$ cat config.mk
export PLATFORM = sky130hd
export DESIGN_NAME = uart_tx_sched_flat
export DESIGN_NICKNAME = d
export VERILOG_FILES = /design/src/rtl/uart_sched_pkg.sv /design/src/rtl/uart_tx_sched_if.sv /design/src/rtl/sync_fifo.sv /design/src/rtl/uart_tx_sched.sv /design/src/flat_wrapper.sv
export SDC_FILE = /design/constraint.sdc
export NUM_CORES = 1
export LEC_CHECK = 0
export CORE_MARGIN = 4
export CORE_UTILIZATION = 45
export CTS_CLUSTER_SIZE = 24
export DETAILED_ROUTE_END_ITERATION = 7
export PLACE_DENSITY = 0.61
export RECOVER_POWER = 25
export SLEW_MARGIN = 0
export SYNTH_ARGS = -nofsm -noshare
export SYNTH_HDL_FRONTEND = slang
export SYNTH_SLANG_ARGS = --single-unit
$ cat constraint.sdc
create_clock -name clk -period 9.32 [get_ports clk]
set_input_delay 0.932 -clock clk [delete_from_list [all_inputs] [get_ports clk]]
set_output_delay 0.932 -clock clk [all_outputs]
set_load 0.005 [all_outputs]
$ cat src/rtl/uart_sched_pkg.sv
// Shared types and constants for the UART transmit scheduler.
package uart_sched_pkg;

    // Scheduler FSM states.
    typedef enum logic [2:0] {
        StIdle,
        StLoad,
        StGo,
        StAck,
        StDone
    } sched_state_e;

    // I/O port addresses (io_addr is a single bit).
    localparam logic ADDR_DATA = 1'b0;
    localparam logic ADDR_STAT = 1'b1;

    // Status register bit positions.
    localparam int unsigned STAT_OVF_BIT   = 7;
    localparam int unsigned STAT_FULL_BIT  = 6;
    localparam int unsigned STAT_EMPTY_BIT = 5;
    localparam int unsigned STAT_BUSY_BIT  = 4;
    localparam int unsigned STAT_CNT_W     = 4;

    // Assemble the status byte; cnt is already saturated to 4 bits.
    function automatic logic [7:0] pack_status(
        input logic       ovf,
        input logic       full,
        input logic       empty,
        input logic       busy,
        input logic [3:0] cnt
    );
        logic [7:0] s;
        s                 = 8'h00;
        s[STAT_OVF_BIT]   = ovf;
        s[STAT_FULL_BIT]  = full;
        s[STAT_EMPTY_BIT] = empty;
        s[STAT_BUSY_BIT]  = busy;
        s[STAT_CNT_W-1:0] = cnt;
        return s;
    endfunction

endpackage

$ cat src/rtl/uart_tx_sched_if.sv
// CPU I/O bus and UART core handshake bundle for the transmit scheduler.
interface uart_tx_sched_if;
    logic       io_we;
    logic       io_re;
    logic       io_addr;
    logic [7:0] io_wdata;
    logic [7:0] io_rdata;
    logic [7:0] uart_data;
    logic       uart_go;
    logic       uart_busy;

    // Host side: drives the I/O strobes and reports UART core busy.
    modport master (
        output io_we, io_re, io_addr, io_wdata, uart_busy,
        input  io_rdata, uart_data, uart_go
    );

    // Scheduler side.
    modport slave (
        input  io_we, io_re, io_addr, io_wdata, uart_busy,
        output io_rdata, uart_data, uart_go
    );
endinterface

$ cat src/rtl/sync_fifo.sv
// Single-clock FIFO with occupancy count; head entry is visible combinationally.
module sync_fifo #(
    parameter int unsigned DEPTH = 16,
    parameter int unsigned WIDTH = 8
) (
    input  logic                   clk,
    input  logic                   reset,
    input  logic                   push,
    input  logic                   pop,
    input  logic [WIDTH-1:0]       wdata,
    output logic [WIDTH-1:0]       rdata,
    output logic                   full,
    output logic                   empty,
    output logic [$clog2(DEPTH):0] count
);
    localparam int unsigned AW = $clog2(DEPTH);
    localparam int unsigned CW = AW + 1;

    logic [WIDTH-1:0] mem [DEPTH];
    logic [AW-1:0]    wr_ptr_q, wr_ptr_d;
    logic [AW-1:0]    rd_ptr_q, rd_ptr_d;
    logic [CW-1:0]    count_q, count_d;
    logic             push_ok;
    logic             pop_ok;

    assign full  = (count_q == CW'(DEPTH));
    assign empty = (count_q == '0);
    assign count = count_q;
    assign rdata = mem[rd_ptr_q];

    // A pop in the same cycle frees a slot, so a push into a full FIFO is still taken.
    assign pop_ok  = pop && !empty;
    assign push_ok = push && (!full || pop_ok);

    // Pointer and count next-state; pointers wrap naturally since DEPTH is a power of two.
    always_comb begin
        wr_ptr_d = wr_ptr_q;
        rd_ptr_d = rd_ptr_q;
        count_d  = count_q;
        if (push_ok) begin
            wr_ptr_d = wr_ptr_q + AW'(1);
        end
        if (pop_ok) begin
            rd_ptr_d = rd_ptr_q + AW'(1);
        end
        unique case ({push_ok, pop_ok})
            2'b10:   count_d = count_q + CW'(1);
            2'b01:   count_d = count_q - CW'(1);
            default: count_d = count_q;
        endcase
    end

    // Pointer and count registers.
    always_ff @(posedge clk) begin
        if (reset) begin
            wr_ptr_q <= '0;
            rd_ptr_q <= '0;
            count_q  <= '0;
        end else begin
            wr_ptr_q <= wr_ptr_d;
            rd_ptr_q <= rd_ptr_d;
            count_q  <= count_d;
        end
    end

    // Storage array; contents need no reset since the pointers gate visibility.
    always_ff @(posedge clk) begin
        if (push_ok) begin
            mem[wr_ptr_q] <= wdata;
        end
    end

endmodule

$ cat src/rtl/uart_tx_sched.sv
// UART transmit scheduler: buffers CPU data-port writes and feeds them to the
// UART core one byte at a time over a go/busy handshake, with a pollable status port.
module uart_tx_sched
    import uart_sched_pkg::*;
#(
    parameter int unsigned DEPTH       = 16,
    parameter int unsigned ACK_TIMEOUT = 64
) (
    input  logic             clk,
    input  logic             reset,
    uart_tx_sched_if.slave   bus,
    output logic             fifo_full,
    output logic             fifo_empty,
    output logic             overflow
);
    localparam int unsigned CW = $clog2(DEPTH) + 1;
    localparam int unsigned TW = (ACK_TIMEOUT > 1) ? $clog2(ACK_TIMEOUT) : 1;

    sched_state_e  state_q, state_d;
    logic [TW-1:0] timer_q, timer_d;
    logic [7:0]    uart_data_q, uart_data_d;
    logic [7:0]    rdata_q, rdata_d;
    logic          overflow_q, overflow_d;
    logic          go;

    logic          wr_data;
    logic          rd_stat;
    logic          fifo_push;
    logic          fifo_pop;
    logic          ovf_event;
    logic [7:0]    fifo_rdata;
    logic [CW-1:0] fifo_count;
    logic [8:0]    count_ext;
    logic [3:0]    count_sat;
    logic [7:0]    status;

    assign wr_data   = bus.io_we && (bus.io_addr == ADDR_DATA);
    assign rd_stat   = bus.io_re && (bus.io_addr == ADDR_STAT);
    assign fifo_push = wr_data;
    assign fifo_pop  = (state_q == StLoad);
    // A write that the FIFO cannot take, even counting a same-cycle pop.
    assign ovf_event = wr_data && fifo_full && !fifo_pop;

    sync_fifo #(
        .DEPTH (DEPTH),
        .WIDTH (8)
    ) u_fifo (
        .clk   (clk),
        .reset (reset),
        .push  (fifo_push),
        .pop   (fifo_pop),
        .wdata (bus.io_wdata),
        .rdata (fifo_rdata),
        .full  (fifo_full),
        .empty (fifo_empty),
        .count (fifo_count)
    );

    assign count_ext = 9'(fifo_count);
    assign count_sat = (count_ext > 9'd15) ? 4'hF : count_ext[3:0];
    assign status    = pack_status(overflow_q, fifo_full, fifo_empty,
                                   (state_q != StIdle), count_sat);

    // Scheduler next-state, handshake timer and byte latch.
    always_comb begin
        state_d     = state_q;
        timer_d     = timer_q;
        uart_data_d = uart_data_q;
        go          = 1'b0;
        unique case (state_q)
            StIdle: begin
                if (!fifo_empty && !bus.uart_busy) begin
                    state_d = StLoad;
                end
            end
            StLoad: begin
                uart_data_d = fifo_rdata;
                state_d     = StGo;
            end
            StGo: begin
                go      = 1'b1;
                timer_d = '0;
                state_d = StAck;
            end
            StAck: begin
                if (bus.uart_busy) begin
                    state_d = StDone;
                end else if (timer_q == TW'(ACK_TIMEOUT - 1)) begin
                    // Core never acknowledged: drop the byte and move on.
                    state_d = StIdle;
                end else begin
                    timer_d = timer_q + TW'(1);
                end
            end
            StDone: begin
                if (!bus.uart_busy) begin
                    state_d = StIdle;
                end
            end
            default: state_d = StIdle;
        endcase
    end

    // Read data and sticky overflow next-state; a new overflow beats a clearing read.
    always_comb begin
        rdata_d    = rdata_q;
        overflow_d = overflow_q;
        if (bus.io_re) begin
            rdata_d = rd_stat ? status : 8'h00;
        end
        if (rd_stat) begin
            overflow_d = 1'b0;
        end
        if (ovf_event) begin
            overflow_d = 1'b1;
        end
    end

    // State, timer and output registers.
    always_ff @(posedge clk) begin
        if (reset) begin
            state_q     <= StIdle;
            timer_q     <= '0;
            uart_data_q <= 8'h00;
            rdata_q     <= 8'h00;
            overflow_q  <= 1'b0;
        end else begin
            state_q     <= state_d;
            timer_q     <= timer_d;
            uart_data_q <= uart_data_d;
            rdata_q     <= rdata_d;
            overflow_q  <= overflow_d;
        end
    end

    assign bus.io_rdata  = rdata_q;
    assign bus.uart_data = uart_data_q;
    assign bus.uart_go   = go;
    assign overflow      = overflow_q;

endmodule

$ cat src/flat_wrapper.sv
// flat-port wrapper written by rule: the top's interface ports become plain ports
module uart_tx_sched_flat import uart_sched_pkg::*;
#(
    parameter int unsigned DEPTH       = 16,
    parameter int unsigned ACK_TIMEOUT = 64
)
  (clk, reset, fifo_full, fifo_empty, overflow, bus_io_we, bus_io_re, bus_io_addr, bus_io_wdata, bus_uart_busy, bus_io_rdata, bus_uart_data, bus_uart_go);
  uart_tx_sched_if bus_i ();
  input  logic clk;
  input  logic reset;
  output logic fifo_full;
  output logic fifo_empty;
  output logic overflow;
  input wire logic [$bits(bus_i.io_we)-1:0] bus_io_we;
  input wire logic [$bits(bus_i.io_re)-1:0] bus_io_re;
  input wire logic [$bits(bus_i.io_addr)-1:0] bus_io_addr;
  input wire logic [$bits(bus_i.io_wdata)-1:0] bus_io_wdata;
  input wire logic [$bits(bus_i.uart_busy)-1:0] bus_uart_busy;
  output wire logic [$bits(bus_i.io_rdata)-1:0] bus_io_rdata;
  output wire logic [$bits(bus_i.uart_data)-1:0] bus_uart_data;
  output wire logic [$bits(bus_i.uart_go)-1:0] bus_uart_go;
  assign bus_i.io_we = bus_io_we;
  assign bus_i.io_re = bus_io_re;
  assign bus_i.io_addr = bus_io_addr;
  assign bus_i.io_wdata = bus_io_wdata;
  assign bus_i.uart_busy = bus_uart_busy;
  assign bus_io_rdata = bus_i.io_rdata;
  assign bus_uart_data = bus_i.uart_data;
  assign bus_uart_go = bus_i.uart_go;
  uart_tx_sched #(.DEPTH(DEPTH), .ACK_TIMEOUT(ACK_TIMEOUT)) u_core (.clk(clk), .reset(reset), .bus(bus_i), .fifo_full(fifo_full), .fifo_empty(fifo_empty), .overflow(overflow));
endmodule
==> impl_results.md <==
- Run status: finished clean
- Final Critical Period: 3660 ps
- # clock sinks: 167
- Number of failing setup endpoints in the final timing report: 0
- Synthesized netlist net count: 449
- Initial core utilization: 46.4%
- Largest fanout on the critical path: 10
- Number of hold-slack violations in the final timing report: 0
- Cell types occupying the most area after synthesis: sky130_fd_sc_hd__edfxtp_1, sky130_fd_sc_hd__dfxtp_1, sky130_fd_sc_hd__mux4_2
- Worst Setup End Kind: register
- Comb power frac: 5.9%
- Slew Viols, Final: 0
- Slew headroom: 3.64%
- Ys async rst share: 0%
- Setup repair after global routing missed its margin: false
- Clock root buffer: sky130_fd_sc_hd__clkbuf_16
- Die area: 17200 µm²
- Count of yosys warnings during synthesis: 0
- Post-synthesis to final-layout area growth: 15.2%
- Portion of synthesized cell area occupied by the leading cell type: 56.4%
- Port-buffer cells: 33
- Maximum number of pins on one net before global-route repair: 33
- CP required: 9630 ps
- I/O pin count: 34
- Crit path kind: input pin to register
- Floorplan die height: 131 µm
- Power Density: 198 nW/µm²
- Share of synthesized area occupied by flip-flops and latches: 67.9%
- Synthesized area divided by synthesized cell count: 16.0 µm²
- Startpoint kind of the worst setup timing path: input pin
- Total half-perimeter wirelength after legalization and detailed placement: 8170 µm
- Hold Crit Start: u_core.bus.io_rdata[3]
- Proportion of power drawn by the clock network: 41.0%
- Clock Skews: 9.02 ps
- Synthesis-stage register bit count: 167
- Worst reg2reg endpoint: u_core.u_fifo.count[4]
- Overall power consumption: 1550 µW
- Crit path from: bus_io_addr
- Switch share: 21.6%
- Max Freq: 273 MHz
- Gate count of the mapped netlist: 426
- Count of hold-fix buffers inserted at cts: 0
- Largest voltage drop on the vdd net: 0.000132 V
- Class of the tightest hold or removal check: register to register
- Cell Int Power: 1220 µW
- Number of distinct library cells after synthesis: 47
- Share of layout cells above drive strength 1: 16.1%
- Core Footprint: 14700 µm²
- Number of setup buffers added after CTS: 0
- Internal reg-to-reg setup slack: 5910 ps
- Combined area of all synthesized cells: 6810 µm²
- Transition time of the tightest slew-check pin: 1450 ps
- Vias after detailed routing: 3646
- Slack of the critical path: 5660 ps
- CTS buffer count: 17
- CTS H-Tree Depth: 4
- Wire length of the first global-routing pass: 20700 µm
- Cell Count, Final, Fillers Out: 656
- Leading cell type by number of instances after synthesis: sky130_fd_sc_hd__edfxtp_1
- Total track usage: 16.6%
- Number of antenna violations at the first check in global routing: 0
- TritonCTS clock tree: yes
- Critical path capture point: u_core.u_fifo.count[4]
- Critical path data arrival time: 3970 ps
- Commonest cells post-synth: sky130_fd_sc_hd__edfxtp_1, sky130_fd_sc_hd__dfxtp_1, sky130_fd_sc_hd__nor2_1
- Final setup TNS: 0 ps
- Number of placed cells counting well taps: 625
- Via density per instance: 5.56
- Most used flip-flop cell after synthesis: sky130_fd_sc_hd__edfxtp_1
- Total gr overflow: 0
- Remaining DRCs: 0
- Switching power: 335 µW
- Number of global-route vias before repair: 3635
- Standard-cell rows: 44
- Clock-pin slew reported for the worst setup and hold paths after clock tree synthesis: 60 ps
- Buffer depth of the longest clock path: 2
- Number of nets in the final layout: 483
- Beginning of the worst register-to-register path: u_core.state_q[0]
- Last weighted congestion value of the routability-driven placer: 0.765
- Worst slack after detailed placement: 5270 ps
- Share of total power in sequential cells: 53.1%
- Remaining antenna violation count: 0
- Final worst-path cycle share: 39.3%
- Die width: 131 µm
- Cell count of the worst reg-to-reg path: 10
- Ant. Diodes: 0
- Number of resized instances in the post-cts repair step: 0
- Total length of routed wires: 13100 µm
- Post-layout utilization of the core: 53.4%
- Largest area contributor in the netlist: sky130_fd_sc_hd__edfxtp_1
- First-iteration detailed-routing DRC count: 272
- Number of enable flip-flop cells after synthesis: 128
- Detailed Routing Iterations Pass 1: 5
- Average wire per cell in the routed design: 20.0 µm
- Leak: 0.00245 µW
- Clock Latency Late Sink: 420 ps
- Max-cap check violation count: 0
## power by group through the flow
stage / sequential [µW] / clock [µW] / combinational, µW
after floorplan: 833 / 0 / 60.9
after global placement: 840 / 0 / 91.1
after detailed placement: 841 / 0 / 93.0
after CTS: 825 / 653 / 93.4
after global routing: 826 / 688 / 101
final: 825 / 636 / 91.2
## cell type report
class,count,area [µm²]
flip-flops and latches,167,4630
well taps,184,230
fillers,1163,6850
clock buffers,17,425
inverters,9,33.8
repair buffers,41,387
multi-input cells,224,2040
clock inverters,14,111
## state kept, by name (all words and copies together) (netlist names)
name                    flops
u_core.bus.io_rdata         8
u_core.u_fifo.mem         128
u_core.u_fifo.wr_ptr_q      4
u_core.u_fifo.rd_ptr_q      4
u_core.overflow             1
u_core.state_q              3
u_core.u_fifo.count         5
u_core.timer_q              6
u_core.bus.uart_data        8
## cell families (layout without fill, tap and decap cells)
family          count (synthesis)  count (layout)  synth area share [%]
xor+xnor                       13              13                  1.67
buf+inv                        35              81                  2.26
compound gates                 57              57                  5.88
simple gates                   91              91                  6.81
mux                            54              54                  13.9
flops                         167             167                  67.9
fa+ha+maj                       9               9                  1.65
## stage by stage
step,cell area [µm²],hold slack [ps]
after global placement,7320,454
after CTS,7850,470
after global routing,7850,486
after detailed placement,7320,456
final,7850,467
after floorplan,6810,462
## routing by layer
metal	track usage [%]	vias up	wire length, µm
met5	0	-	0
met4	4.17	0	91
met3	4.50	8	706
met2	25.4	74	6220
met1	23.8	1851	6130
li1	-	1713	-
## critical path: stages
cell and delay, ps:
sky130_fd_sc_hd__clkdlybuf4s50_1 570, sky130_fd_sc_hd__nor2b_1 360, sky130_fd_sc_hd__o31a_1 390, sky130_fd_sc_hd__inv_1 110, sky130_fd_sc_hd__ha_1 320, sky130_fd_sc_hd__xor2_1 180, sky130_fd_sc_hd__ha_1 190, sky130_fd_sc_hd__a21oi_1 230
sky130_fd_sc_hd__a32oi_1 150, sky130_fd_sc_hd__a31oi_1 180, sky130_fd_sc_hd__mux2_2 350
## layout by cell type, fill, tap and decap left out, types with 3 or more instances in the layout
cell type                         count
sky130_fd_sc_hd__mux2_2               3
sky130_fd_sc_hd__nand2_1              9
sky130_fd_sc_hd__clkinv_1             4
sky130_fd_sc_hd__mux2i_1             19
sky130_fd_sc_hd__xnor2_1              7
sky130_fd_sc_hd__a2111oi_0            3
sky130_fd_sc_hd__a2bb2oi_1            8
sky130_fd_sc_hd__o21ai_0             10
sky130_fd_sc_hd__nand2b_1            12
sky130_fd_sc_hd__o211ai_1             5
sky130_fd_sc_hd__nand3_1              6
sky130_fd_sc_hd__ha_1                 9
sky130_fd_sc_hd__mux4_2              32
sky130_fd_sc_hd__clkbuf_16           17
sky130_fd_sc_hd__dlygate4sd3_1        5
sky130_fd_sc_hd__nand4b_1             3
sky130_fd_sc_hd__nor2_1              38
sky130_fd_sc_hd__buf_4                7
sky130_fd_sc_hd__edfxtp_1           128
sky130_fd_sc_hd__a211oi_1             3
sky130_fd_sc_hd__a21oi_1             14
sky130_fd_sc_hd__clkdlybuf4s50_1     28
sky130_fd_sc_hd__inv_1                9
sky130_fd_sc_hd__dfxtp_1             38
sky130_fd_sc_hd__nor3_1               4
sky130_fd_sc_hd__nor4b_1              3
sky130_fd_sc_hd__clkinvlp_4           4
sky130_fd_sc_hd__xor2_1               6
## worst min path at each step
| stage | endpoint | slack, ps | cells after the start |
|---|---|---|---|
| finish | u_core.bus.io_rdata[3] | 470 | 2 |
| global route | u_core.bus.io_rdata[7] | 490 | 2 |
| CTS | u_core.bus.uart_data[7] | 470 | 2 |
| detailed placement | u_core.bus.uart_data[7] | 460 | 2 |
| global placement | u_core.bus.uart_data[7] | 450 | 2 |
| floorplan | u_core.bus.io_rdata[0] | 460 | 2 |
No activity file was read; power rests on OpenSTA's default activity.
